## config.mk

```make
export PLATFORM = sky130hd
export DESIGN_NAME = core_sleep_unit_flat
export DESIGN_NICKNAME = d
export VERILOG_FILES = /design/src/rtl/core_sleep_unit_pkg.sv /design/src/rtl/core_sleep_unit_if.sv /design/src/rtl/core_sleep_unit.sv /design/src/flat_wrapper.sv
export SDC_FILE = /design/constraint.sdc
export NUM_CORES = 1
export LEC_CHECK = 0
export ABC_AREA = 1
export CAP_MARGIN = 10
export CORE_MARGIN = 1
export CORE_UTILIZATION = 54
export CTS_CLUSTER_DIAMETER = 50
export CTS_CLUSTER_SIZE = 40
export DETAILED_ROUTE_END_ITERATION = 12
export GPL_TIMING_DRIVEN = 1
export PLACE_DENSITY = 0.83
export SETUP_SLACK_MARGIN = 0.2
export SYNTH_ARGS = -nofsm -noshare
export SYNTH_HDL_FRONTEND = slang
export SYNTH_SLANG_ARGS = --single-unit
```

## constraint.sdc

```tcl
create_clock -name HCLK -period 4.9 [get_ports HCLK]
set_input_delay 0.735 -clock HCLK [delete_from_list [all_inputs] [get_ports HCLK]]
set_output_delay 0.735 -clock HCLK [all_outputs]
set_load 0.05 [all_outputs]
```

## src/rtl/core_sleep_unit_pkg.sv

```systemverilog
`default_nettype none
// ---------------------------------------------------------------------------
// core_sleep_unit_pkg : state encoding and register offsets for sleep unit
// Revision: 1.0
// ---------------------------------------------------------------------------
package core_sleep_unit_pkg;

  typedef enum logic [1:0] {
    RUN       = 2'd0,
    WAIT_IDLE = 2'd1,
    SLEEP     = 2'd2,
    WAKE      = 2'd3
  } sleep_state_e;

  // Word index taken from PADDR[3:2]
  localparam logic [1:0] SLEEP_REG_CTRL       = 2'd0;
  localparam logic [1:0] SLEEP_REG_WAKE_MASK  = 2'd1;
  localparam logic [1:0] SLEEP_REG_WAKE_DELAY = 2'd2;
  localparam logic [1:0] SLEEP_REG_SLEEP_CNT  = 2'd3;

endpackage
`default_nettype wire

```

## src/rtl/core_sleep_unit_if.sv

```systemverilog
`default_nettype none
// ---------------------------------------------------------------------------
// core_sleep_unit_if : APB3 slave bus bundle for the sleep unit
// Revision: 1.0
// ---------------------------------------------------------------------------
interface core_sleep_unit_if #(
  parameter int APB_ADDR_WIDTH = 12
);
  logic [APB_ADDR_WIDTH-1:0] PADDR;
  logic [31:0]               PWDATA;
  logic                      PWRITE;
  logic                      PSEL;
  logic                      PENABLE;
  logic [31:0]               PRDATA;
  logic                      PREADY;
  logic                      PSLVERR;

  modport master (
    output PADDR, PWDATA, PWRITE, PSEL, PENABLE,
    input  PRDATA, PREADY, PSLVERR
  );

  modport slave (
    input  PADDR, PWDATA, PWRITE, PSEL, PENABLE,
    output PRDATA, PREADY, PSLVERR
  );
endinterface
`default_nettype wire

```

## src/rtl/core_sleep_unit.sv

```systemverilog
`default_nettype none
// ---------------------------------------------------------------------------
// core_sleep_unit : APB-controlled core sleep/wake sequencer with clock gating
// Revision: 1.0
// ---------------------------------------------------------------------------
module core_sleep_unit
  import core_sleep_unit_pkg::*;
#(
  parameter int APB_ADDR_WIDTH = 12
) (
  input  logic             HCLK,
  input  logic             HRESET,
  core_sleep_unit_if.slave apb,
  input  logic             irq_i,
  input  logic             event_i,
  input  logic             core_busy_i,
  output logic             core_clock_en_o,
  output logic             core_sleeping_o
);

  sleep_state_e r_state;
  sleep_state_e w_next;
  logic [1:0]   r_wake_mask;
  logic [7:0]   r_wake_delay;
  logic [31:0]  r_sleep_cnt;
  logic [7:0]   r_cnt;
  logic [7:0]   w_cnt_next;
  logic         w_cnt_inc;
  logic         r_clock_en;
  logic         r_sleeping;
  logic [31:0]  w_prdata;

  logic       w_access;
  logic       w_wr;
  logic [1:0] w_sel;
  logic       w_wake;

  assign w_access = apb.PSEL && apb.PENABLE;
  assign w_wr     = w_access && apb.PWRITE;
  assign w_sel    = apb.PADDR[3:2];
  assign w_wake   = |(r_wake_mask & {event_i, irq_i});

  always_comb begin
    w_next     = r_state;
    w_cnt_next = r_cnt;
    w_cnt_inc  = 1'b0;
    case (r_state)
      RUN: begin
        if (w_wr && (w_sel == SLEEP_REG_CTRL) && apb.PWDATA[0]) begin
          w_next = WAIT_IDLE;
        end
      end
      WAIT_IDLE: begin
        // A pending wake aborts the request even if the core is already idle
        if (w_wake) begin
          w_next = RUN;
        end else if (!core_busy_i) begin
          w_next    = SLEEP;
          w_cnt_inc = 1'b1;
        end
      end
      SLEEP: begin
        if (w_wake) begin
          w_next     = WAKE;
          w_cnt_next = r_wake_delay;
        end
      end
      WAKE: begin
        if (r_cnt == 8'd0) begin
          w_next = RUN;
        end else begin
          w_cnt_next = r_cnt - 8'd1;
        end
      end
      default: w_next = RUN;
    endcase
  end

  always_ff @(posedge HCLK or posedge HRESET) begin
    if (HRESET) begin
      r_state    <= RUN;
      r_cnt      <= 8'd0;
      r_clock_en <= 1'b1;
      r_sleeping <= 1'b0;
    end else begin
      r_state    <= w_next;
      r_cnt      <= w_cnt_next;
      r_clock_en <= (w_next != SLEEP);
      r_sleeping <= (w_next == SLEEP) || (w_next == WAKE);
    end
  end

  always_ff @(posedge HCLK or posedge HRESET) begin
    if (HRESET) begin
      r_wake_mask  <= 2'b11;
      r_wake_delay <= 8'd0;
      r_sleep_cnt  <= 32'd0;
    end else begin
      if (w_wr && (w_sel == SLEEP_REG_WAKE_MASK)) begin
        r_wake_mask <= apb.PWDATA[1:0];
      end
      if (w_wr && (w_sel == SLEEP_REG_WAKE_DELAY)) begin
        r_wake_delay <= apb.PWDATA[7:0];
      end
      if (w_cnt_inc) begin
        r_sleep_cnt <= r_sleep_cnt + 32'd1;
      end
    end
  end

  always_comb begin
    w_prdata = 32'd0;
    if (w_access) begin
      case (w_sel)
        SLEEP_REG_CTRL:       w_prdata = {30'd0, r_state};
        SLEEP_REG_WAKE_MASK:  w_prdata = {30'd0, r_wake_mask};
        SLEEP_REG_WAKE_DELAY: w_prdata = {24'd0, r_wake_delay};
        SLEEP_REG_SLEEP_CNT:  w_prdata = r_sleep_cnt;
        default:              w_prdata = 32'd0;
      endcase
    end
  end

  assign apb.PRDATA   = w_prdata;
  assign apb.PREADY   = 1'b1;
  assign apb.PSLVERR  = 1'b0;
  assign core_clock_en_o = r_clock_en;
  assign core_sleeping_o = r_sleeping;

endmodule
`default_nettype wire

```

## src/flat_wrapper.sv

```systemverilog
// flat-port wrapper written by rule: the top's interface ports become plain ports
module core_sleep_unit_flat import core_sleep_unit_pkg::*;
#(
  parameter int APB_ADDR_WIDTH = 12
)
  (HCLK, HRESET, irq_i, event_i, core_busy_i, core_clock_en_o, core_sleeping_o, apb_PADDR, apb_PWDATA, apb_PWRITE, apb_PSEL, apb_PENABLE, apb_PRDATA, apb_PREADY, apb_PSLVERR);
  core_sleep_unit_if #(.APB_ADDR_WIDTH(APB_ADDR_WIDTH)) apb_i ();
  input  logic HCLK;
  input  logic HRESET;
  input  logic irq_i;
  input  logic event_i;
  input  logic core_busy_i;
  output logic core_clock_en_o;
  output logic core_sleeping_o;
  input wire logic [$bits(apb_i.PADDR)-1:0] apb_PADDR;
  input wire logic [$bits(apb_i.PWDATA)-1:0] apb_PWDATA;
  input wire logic [$bits(apb_i.PWRITE)-1:0] apb_PWRITE;
  input wire logic [$bits(apb_i.PSEL)-1:0] apb_PSEL;
  input wire logic [$bits(apb_i.PENABLE)-1:0] apb_PENABLE;
  output wire logic [$bits(apb_i.PRDATA)-1:0] apb_PRDATA;
  output wire logic [$bits(apb_i.PREADY)-1:0] apb_PREADY;
  output wire logic [$bits(apb_i.PSLVERR)-1:0] apb_PSLVERR;
  assign apb_i.PADDR = apb_PADDR;
  assign apb_i.PWDATA = apb_PWDATA;
  assign apb_i.PWRITE = apb_PWRITE;
  assign apb_i.PSEL = apb_PSEL;
  assign apb_i.PENABLE = apb_PENABLE;
  assign apb_PRDATA = apb_i.PRDATA;
  assign apb_PREADY = apb_i.PREADY;
  assign apb_PSLVERR = apb_i.PSLVERR;
  core_sleep_unit #(.APB_ADDR_WIDTH(APB_ADDR_WIDTH)) u_core (.HCLK(HCLK), .HRESET(HRESET), .apb(apb_i), .irq_i(irq_i), .event_i(event_i), .core_busy_i(core_busy_i), .core_clock_en_o(core_clock_en_o), .core_sleeping_o(core_sleeping_o));
endmodule
```

Word level (Yosys, flattened, before mapping)
Index checks and enable logic that the tools add are counted.

Bits in registers: 54. Bits in latches: 0. RAM bits: 0. ROM bits: 0. Output and inout bits: 36. Memories kept: 0.

Add/subtract/negate cells: 2. Multipliers: 0. Divide/modulo/power cells: 0. Magnitude comparators: 0. Eq/ne operators: 11. Shifts and indexed selects: 0. Muxes and demuxes: 14. Bitwise logic cells: 1. Reduce and logical (&&, ||, !) cells: 13.

Operators by type and width (number): 32-bit case mux with 4 select lines (1); 32-bit by 1-bit adder with 32-bit output (second input constant) (1); 32-bit two-way mux (1); 8-bit two-way mux (2); 8-bit case mux with 2 select lines (1); 2-bit == test (second input constant) (6); 2-bit two-way mux (5); 8-bit zero test (1); 2-bit case mux with 4 select lines (1); 8-bit by 1-bit subtractor with 8-bit output (second input constant) (1); 1-bit logical AND (6); 2-bit by 1-bit == test with 1-bit output (second input constant) (2); 2-bit zero test (2); 2-bit != test (second input constant) (2); 1-bit two-way mux (3); 3-bit AND reduction (1); 2-bit AND (1); 2-bit by 1-bit != test with 1-bit output (second input constant) (1); 2-bit nonzero test (1); 2-bit OR reduction (1); 1-bit logical OR (1).

Logic depth before layout (Yosys ltp)
Gate-level depths: netlist of run 1.

Depth in word-level cells: 8. Gate-level depth with buffers: 11. Mapped depth without buffers: 10.

Least setup slack after synthesis of run 1
No wires, ideal clock.

Path kind: in2out. Start: input port apb_PADDR[3]. End: output port apb_PRDATA[12]. Arrival: 2.356 ns. Required time: 4.165 ns. Path slack: 1.809 ns. Stages on the path: 4. Cell sequence: buf_2 nand2_1 clkbuf_1 nor3_1.

Cells in the longest elaborated chain, start to end: 3.

RTL lines: from (decl) (RTL line flat_wrapper.sv:15) `input wire logic [$bits(apb_i.PADDR)-1:0] apb_PADDR;`; 2-bit == test (tied with other cells) (RTL line core_sleep_unit.sv:114) `case (w_sel)`; 32-bit case mux with 4 select lines (*) (RTL line core_sleep_unit.sv:114); 32-bit two-way mux (*) (RTL line core_sleep_unit.sv:113) `if (w_access) begin`; to (decl) (RTL line flat_wrapper.sv:20) `output wire logic [$bits(apb_i.PRDATA)-1:0] apb_PRDATA;`.

Mark *: on every way between the ends. The rest lies on a longest branch, timed or not.

Worst setup path after layout of run 1
Start: input port apb_PADDR[3]. End: output port apb_PRDATA[1].

Same word-level chain as after synthesis.

==> results of run 1 <==
cell type report:
class	instances	area (sq um)
Fill cell	543	2150
Multi-Input combinational cell	391	1860
Sequential cell	54	1360
Timing Repair Buffer	54	533
Inverter	66	248
Tap cell	77	96.3
Clock buffer	6	72.6
Clock inverter	2	37.5
sequential cells by signal, indices dropped and copies added, names as in the netlist:
register / cells
u_core.r_state: 2
u_core.r_wake_mask: 2
u_core.r_cnt: 8
u_core.r_sleep_cnt: 32
u_core.core_sleeping_o: 1
u_core.core_clock_en_o: 1
u_core.r_wake_delay: 8
stage by stage:
stage | hold slack [ns] | instances
floorplan | 0.449 | 526
global placement | 0.467 | 642
detailed placement | 0.484 | 642
CTS | 0.510 | 650
global route | 0.538 | 650
finish | 0.506 | 650
power groups by stage:
stage / Sequential [uW] / Clock [uW] / Combinational (uW)
after detailed placement: 615 / 0 / 488
after global placement: 610 / 0 / 470
after global routing: 621 / 329 / 565
after floorplan: 616 / 0 / 382
final: 609 / 309 / 490
after CTS: 607 / 310 / 492
synth_stat cells:
master / n
sky130_fd_sc_hd__a21oi_1: 6
sky130_fd_sc_hd__and2_1: 1
sky130_fd_sc_hd__buf_1: 1
sky130_fd_sc_hd__buf_2: 4
sky130_fd_sc_hd__buf_4: 5
sky130_fd_sc_hd__buf_6: 1
sky130_fd_sc_hd__clkbuf_1: 4
sky130_fd_sc_hd__conb_1: 2
sky130_fd_sc_hd__dfrtp_1: 51
sky130_fd_sc_hd__dfstp_2: 3
sky130_fd_sc_hd__ha_1: 3
sky130_fd_sc_hd__inv_1: 62
sky130_fd_sc_hd__inv_2: 4
sky130_fd_sc_hd__nand2_1: 181
sky130_fd_sc_hd__nand2_2: 2
sky130_fd_sc_hd__nand3_1: 35
sky130_fd_sc_hd__nand3_4: 2
sky130_fd_sc_hd__nand4_1: 10
sky130_fd_sc_hd__nand4_4: 1
sky130_fd_sc_hd__nor2_1: 62
sky130_fd_sc_hd__nor2_2: 8
sky130_fd_sc_hd__nor2_4: 4
sky130_fd_sc_hd__nor2_8: 1
sky130_fd_sc_hd__nor3_1: 25
sky130_fd_sc_hd__nor3b_1: 3
sky130_fd_sc_hd__o21ai_0: 19
sky130_fd_sc_hd__o21ai_1: 2
sky130_fd_sc_hd__o22ai_1: 8
sky130_fd_sc_hd__xnor2_1: 2
sky130_fd_sc_hd__xor2_1: 14
metal layers:
metal	global-route usage	wire length, microns	vias to the layer above
li1	-	-	1727
met1	0.395	3960	1637
met2	0.440	3990	148
met3	0.0447	598	17
met4	0.103	195	0
met5	0	0	-
logic make-up (layout without fill, tap and decap cells):
| family | Yosys count | after routing | synth area share |
|---|---|---|---|
| buf+inv | 81 | 128 | 0.0945 |
| xor+xnor | 16 | 16 | 0.0395 |
| other cells | 2 | 2 | 0.00212 |
| simple gates | 335 | 335 | 0.419 |
| flops | 54 | 54 | 0.382 |
| fa+ha+maj | 3 | 3 | 0.0106 |
| compound gates | 35 | 35 | 0.0522 |
final timing paths:
path,to,slack (ns),cells after the start
max,apb_PRDATA[1],1.16,6
min,u_core.r_cnt[7],0.51,2
max reg2reg,u_core.r_sleep_cnt[18],3.14,10
min reg2reg,u_core.r_cnt[7],0.51,2
max in group asynchronous,u_core.r_sleep_cnt[7],3.50,3
min in group asynchronous,u_core.r_wake_delay[0],0.91,3
tightest hold or removal path, stage by stage, from the launching register on:
cell                      delay [ns]
sky130_fd_sc_hd__dfrtp_1        0.36
sky130_fd_sc_hd__nand2_1        0.06
sky130_fd_sc_hd__nand2_1        0.06
placed cells by master (no fill, tap or decap), types with 8 or more instances in the layout:
master                            Yosys  final
sky130_fd_sc_hd__dfrtp_1             51     51
sky130_fd_sc_hd__nor3_1              25     25
sky130_fd_sc_hd__xor2_1              14     14
sky130_fd_sc_hd__nand3_1             35     35
sky130_fd_sc_hd__nand4_1             10     10
sky130_fd_sc_hd__inv_1               62     61
sky130_fd_sc_hd__o21ai_0             19     19
sky130_fd_sc_hd__nand2_1            181    181
sky130_fd_sc_hd__clkdlybuf4s50_1      0     51
sky130_fd_sc_hd__nor2_2               8      8
sky130_fd_sc_hd__nor2_1              62     62
sky130_fd_sc_hd__o22ai_1              8      8
==> parameters.txt, run 1 <==
Parameter                              Value

Status
  Run status    completed

Worst setup path
  Critical Setup Path Class    input pin to primary output
  Crit-path most repeated cell    sky130_fd_sc_hd__clkdlybuf4s50_1
  Cell family contributing the most delay on the critical path    buffers and inverters
  Worst setup path startpoint    apb_PADDR[3]
  Slowest stage delay, CP    about 0.8 ns
  Arrival time of data at the critical path endpoint    3.00 ns
  Largest driver fanout on the critical path    12
  Slowest cell on the critical path    sky130_fd_sc_hd__clkdlybuf4s50_1
  Crit path capture type    primary output
  R2R Path Start    u_core.r_sleep_cnt[0]
  Critical path data required time    ~4.2 ns
  Worst Setup Start Kind    input pin
  Number of buffer and inverter instances along the worst setup path    2
  Cells traversed along the worst timing path    clkdlybuf4s50_1, nand2_1, o21ai_0, o22ai_1, nor2_1, clkdlybuf4s50_1

Run
  Max-cap violations    0

Clocking
  Clock tree from TritonCTS    yes
  TritonCTS sink count    between 50 and 60
  TritonCTS Buffers    5
  Cts hold-fix bufs    0
  Max Root-Sink Buffers    2
  Insertion delay of the later-clocked pin in the worst-skew pair    ~0.32 ns
  Total number of H-tree levels    2
  Post-CTS clock slew at the launch and capture registers of the worst setup and hold paths    around 0.1 ns
  Clock Tree Root    sky130_fd_sc_hd__clkbuf_8
  Count of instances resized after the clock tree is built    0
  Post-CTS Setup Bufs    0

Yosys
  Number of distinct library cells after synthesis    30
  Synthesis-stage register bit count    54
  Mapped Cells    between 500 and 600
  Syn Nets    slightly below 600
  Post-synth top area cell    sky130_fd_sc_hd__dfrtp_1
  Synth area leaders    sky130_fd_sc_hd__dfrtp_1 36%, sky130_fd_sc_hd__nand2_1 19%, sky130_fd_sc_hd__inv_1 6.6%, sky130_fd_sc_hd__nor2_1 6.6%, sky130_fd_sc_hd__nand3_1 4.9%
  Post-Synthesis Mean Instance Area    6.75 sq um
  Post-synth top area share    0.360
  Syn. warnings    0
  Register area share after synthesis    0.382
  Post-synthesis instance area    approximately 3500 sq um

Layout
  Share of cells above drive strength 1    0.0628
  Area of all placed cells without fillers    approximately 4200 sq um
  Layout area overhead    18.4%
  Antenna diode count    0
  Final layout net count    between 600 and 700
  Utilization after layout    0.661

STA
  Sum of negative setup slack    0 ns
  Worst-case setup margin in the final layout    1.16 ns
  Post-layout min period    approximately 3.7 ns
  Setup repair after global routing missed its margin    false
  Max Fclk    roughly 270 MHz
  Hold Fails Final Rpt    0
  Final setup viols    0
  Max-slew violations    0
  Relative slew slack    0.527
  Actual slew at the worst max-slew pin    just over 0.7 ns
  Post-route fraction of the period consumed by the critical path    0.763
  Setup skew after layout    roughly 0.012 ns

Global routing
  Maximum number of pins on one net before global-route repair    55
  Global-route usage over all layers    0.281
  Global-route wire length before repair    15,800 microns
  Total gr overflow    0
  Number of antenna violations at the first check in global routing    0
  Vias in the first global route    3,486

Route
  Routed wire length    between 8000 and 9000 microns
  Count of unresolved DRC violations after routing    0
  DRT Pass-1 Iters    5
  Total via count in the routed design    approximately 3,500
  Post-DR vias/cell    roughly 5.4
  Initial DRC count    roughly 280
  Final antenna-violating net count    0
  Average wire per cell in the routed design    roughly 13 microns

Floorplan
  Chip Width    ~83 microns
  IO Pins    around 90
  Total die area    around 7000 sq um
  Starting density of the core    0.559
  Cell Rows    29
  Core box area    6350 sq um
  DIE HEIGHT    between 80 and 90 microns

Power
  Clock power share    0.219
  Internal portion of total power    849 uW
  Tot Pwr    roughly 1400 uW
  Portion of total power attributed to sequential cells    0.433
  Switching share of power    0.397
  P_leak    0.00187 uW
  Power density cells    between 300 and 400 nW/um^2
  Gate power share    0.348
  Worst supply voltage drop on vdd    around 230 uV
  Switching power of the nets    559 uW

Placed design
  Routability Congestion    0.931
  Total cell area at the placement stage    ~4100 sq um
  Port buffer count    51
  Total half-perimeter wirelength after legalization and detailed placement    roughly 6500 microns
  Placement-stage worst setup slack    1.17 ns

Hold path
  Hold Path Origin    u_core.r_cnt[7]
  Kind of path behind the tightest hold check    register to register
Power figures use the tool's default switching activity.
==> run 2, diff against run 1 <==
--- a/config.mk
+++ b/config.mk
@@ -8,12 +8,12 @@
 export ABC_AREA = 1
 export CAP_MARGIN = 10
 export CORE_MARGIN = 1
-export CORE_UTILIZATION = 54
+export CORE_UTILIZATION = 50
 export CTS_CLUSTER_DIAMETER = 50
 export CTS_CLUSTER_SIZE = 40
 export DETAILED_ROUTE_END_ITERATION = 12
 export GPL_TIMING_DRIVEN = 1
-export PLACE_DENSITY = 0.83
+export PLACE_DENSITY = 0.78
 export SETUP_SLACK_MARGIN = 0.2
 export SYNTH_ARGS = -nofsm -noshare
 export SYNTH_HDL_FRONTEND = slang
==> constraint.sdc (replaced) <==
create_clock -name HCLK -period 3.6 [get_ports HCLK]
set_input_delay 0.54 -clock HCLK [delete_from_list [all_inputs] [get_ports HCLK]]
set_output_delay 0.54 -clock HCLK [all_outputs]
set_load 0.05 [all_outputs]
==> parameters.txt, run 2 (synthesis gave the netlist of run 1 again) <==
Parameter                              Value

Global routing
  Global-route wire length before repair    15,300 microns (was 15,800 microns)
  Number of antenna violations at the first check in global routing    0 (unchanged)
  Vias in the first global route    3,298 (was 3,486)
  Global-route usage over all layers    0.265 (was 0.281)
  Maximum number of pins on one net before global-route repair    32 (was 55)
  Total gr overflow    0 (unchanged)

Floorplan
  DIE HEIGHT    86.2 microns (was 83.1 microns)
  IO Pins    88 (unchanged)
  Core box area    6830 sq um (was 6350 sq um)
  Total die area    7440 sq um (was 6900 sq um)
  Cell Rows    30 (was 29)
  Chip Width    86.2 microns (was 83.1 microns)
  Starting density of the core    0.519 (was 0.559)

Layout
  Commonest non-fill, non-tap cell in the layout    sky130_fd_sc_hd__nand2_1 (unchanged)
  Leading cell types in the layout, fill and taps excluded    181 x sky130_fd_sc_hd__nand2_1, 62 x sky130_fd_sc_hd__nor2_1, 61 x sky130_fd_sc_hd__inv_1 (unchanged)
  Top Registers    u_core.r_sleep_cnt (32), u_core.r_cnt (8), u_core.r_wake_delay (8) (unchanged)
  Filler Cells Inserted    590 (was 543)
  Layout area overhead    26.4% (was 18.4%)
  Largest reg by FF count    u_core.r_sleep_cnt (unchanged)
  Number of flip-flops under the largest register name    32 (unchanged)
  Antenna diode count    0 (unchanged)
  Final layout net count    628 (was 627)
  Share of cells above drive strength 1    0.120 (was 0.0628)

Clocking
  Post-CTS Setup Bufs    0 (unchanged)
  Clock tree from TritonCTS    yes (unchanged)
  TritonCTS Buffers    5 (unchanged)
  TritonCTS sink count    54 (unchanged)
  Max Root-Sink Buffers    2 (unchanged)
  Clock Tree Root    sky130_fd_sc_hd__clkbuf_8 (unchanged)
  Cts hold-fix bufs    0 (unchanged)
  Post-CTS clock slew at the launch and capture registers of the worst setup and hold paths    0.10 ns (about the same)
  Count of instances resized after the clock tree is built    0 (unchanged)
  Insertion delay of the later-clocked pin in the worst-skew pair    0.32 ns (about the same)
  Total number of H-tree levels    2 (unchanged)

Route
  Post-DR vias/cell    5.23 (was 5.43)
  Count of unresolved DRC violations after routing    0 (unchanged)
  Average wire per cell in the routed design    13.3 microns (was 13.5 microns)
  Final antenna-violating net count    0 (unchanged)
  DRT Pass-1 Iters    5 (unchanged)
  Initial DRC count    267 (was 279)
  Routed wire length    8880 microns (was 8750 microns)
  Total via count in the routed design    3,501 (was 3,529)

Hold path
  Hold-critical path depth    2 (unchanged)
  Hold Path Origin    u_core.r_cnt[7] (unchanged)
  Kind of path behind the tightest hold check    register to register (unchanged)

Placed design
  Routability Congestion    0.977 (was 0.931)
  Port buffer count    51 (unchanged)
  Total half-perimeter wirelength after legalization and detailed placement    6860 microns (was 6470 microns)

STA
  Setup repair after global routing missed its margin    false (unchanged)
  Max Fclk    between 300 and 400 MHz
  Final setup viols    0 (unchanged)
  Setup skew after layout    0.00947 ns (was 0.0124 ns)
  Relative slew slack    0.572 (was 0.527)
  Actual slew at the worst max-slew pin    0.640 ns (was 0.709 ns)
  Sum of negative setup slack    0 ns (unchanged)
  Post-route fraction of the period consumed by the critical path    0.866
  Post-layout min period    slightly above 3 ns
  Max-slew violations    0 (unchanged)
  Hold Fails Final Rpt    0 (unchanged)

Power
  P_leak    0.00200 uW (was 0.00187 uW)
  Tot Pwr    1880 uW (was 1410 uW)
  Worst supply voltage drop on vdd    414 uV (was 233 uV)
  Power density cells    418 nW/um^2 (was 335 nW/um^2)

Worst setup path
  Critical Setup Path Class    input pin to primary output (unchanged)
  Crit-path most repeated cell    sky130_fd_sc_hd__clkdlybuf4s50_1 (unchanged)
  Worst setup path startpoint    apb_PADDR[3] (unchanged)
  Slowest stage delay, CP    0.81 ns (about the same)
  Cells traversed along the worst timing path    clkdlybuf4s50_1, nand2_1, o21ai_0, o22ai_1, nor2_1, clkdlybuf4s50_1 (unchanged)
  Largest driver fanout on the critical path    12 (unchanged)
  Worst Setup Start Kind    input pin (unchanged)
  Crit path capture type    primary output (unchanged)
  R2R Path Start    u_core.r_sleep_cnt[0] (unchanged)
  Critical path data required time    3.06 ns (was 4.16 ns)
  Slowest cell on the critical path    sky130_fd_sc_hd__clkdlybuf4s50_1 (unchanged)
  Arrival time of data at the critical path endpoint    2.58 ns (was 3.00 ns)
  Number of cells on the worst reg-to-reg path    10 (unchanged)

Status
  Run status    completed (unchanged)

Run
  Max-cap violations    0 (unchanged)
==> run 2: changes by cell type in the layout (fill, tap and decap cells not counted), sizes merged <==
cell	previous run	this run
bufinv	1	0
clkdlybuf4s50	51	20
buf	3	35
clkinv	0	2
clkbuf	6	5
==> run 2: through the flow <==
step	cells	instance area, sq um	util	setup WS (ns)	hold WS, ns
global route	670	4480	0.656	0.360	0.544
global placement	662	4390	0.643	0.554	0.466
floorplan	526	3550	-	0.899	0.449
finish	670	4480	0.656	0.484	0.495
detailed placement	662	4390	0.643	0.500	0.478
CTS	670	4480	0.656	0.497	0.502
==> run 2: layer usage <==
| metal | up-vias | routed length (microns) | GRT usage |
|---|---|---|---|
| met5 | - | 0 | 0 |
| met4 | 0 | 257 | 0.102 |
| met3 | 24 | 515 | 0.0448 |
| met1 | 1600 | 4190 | 0.373 |
| met2 | 141 | 3910 | 0.409 |
| li1 | 1736 | - | - |
==> run 2: worst max-delay path, delay by kind of cell <==
family / cells / cell delay [ns]
and+or+nand+nor: 2 / 0.22
buffers and inverters: 2 / 1.52
AOI/OAI and AO/OA: 2 / 0.30
==> run 2: layout make-up <==
cell class                 instances  area [sq um]  area share
clock inverter                     3          21.3     0.00474
timing repair buffer              55           813       0.181
clock buffer                       5          68.8      0.0153
multi-input combinational        391          1860       0.414
sequential                        54          1360       0.302
tap                               96           120      0.0268
inverter                          66           248      0.0552
==> run 2: worst paths after layout <==
check / slack (ns) / to
min in group asynchronous: 0.62 / u_core.core_sleeping_o
hold reg to reg: 0.50 / u_core.r_cnt[7]
setup / recovery: 0.48 / apb_PRDATA[1]
max in group asynchronous: 2.17 / u_core.r_wake_mask[0]
hold / removal: 0.50 / u_core.r_cnt[7]
setup reg to reg: 1.78 / u_core.r_sleep_cnt[18]
==> run 2: power breakdown <==
part | switching, uW | total [uW] | internal [uW]
Combinational | 454 | 687 | 233
Sequential | 111 | 834 | 723
Clock | 218 | 355 | 137
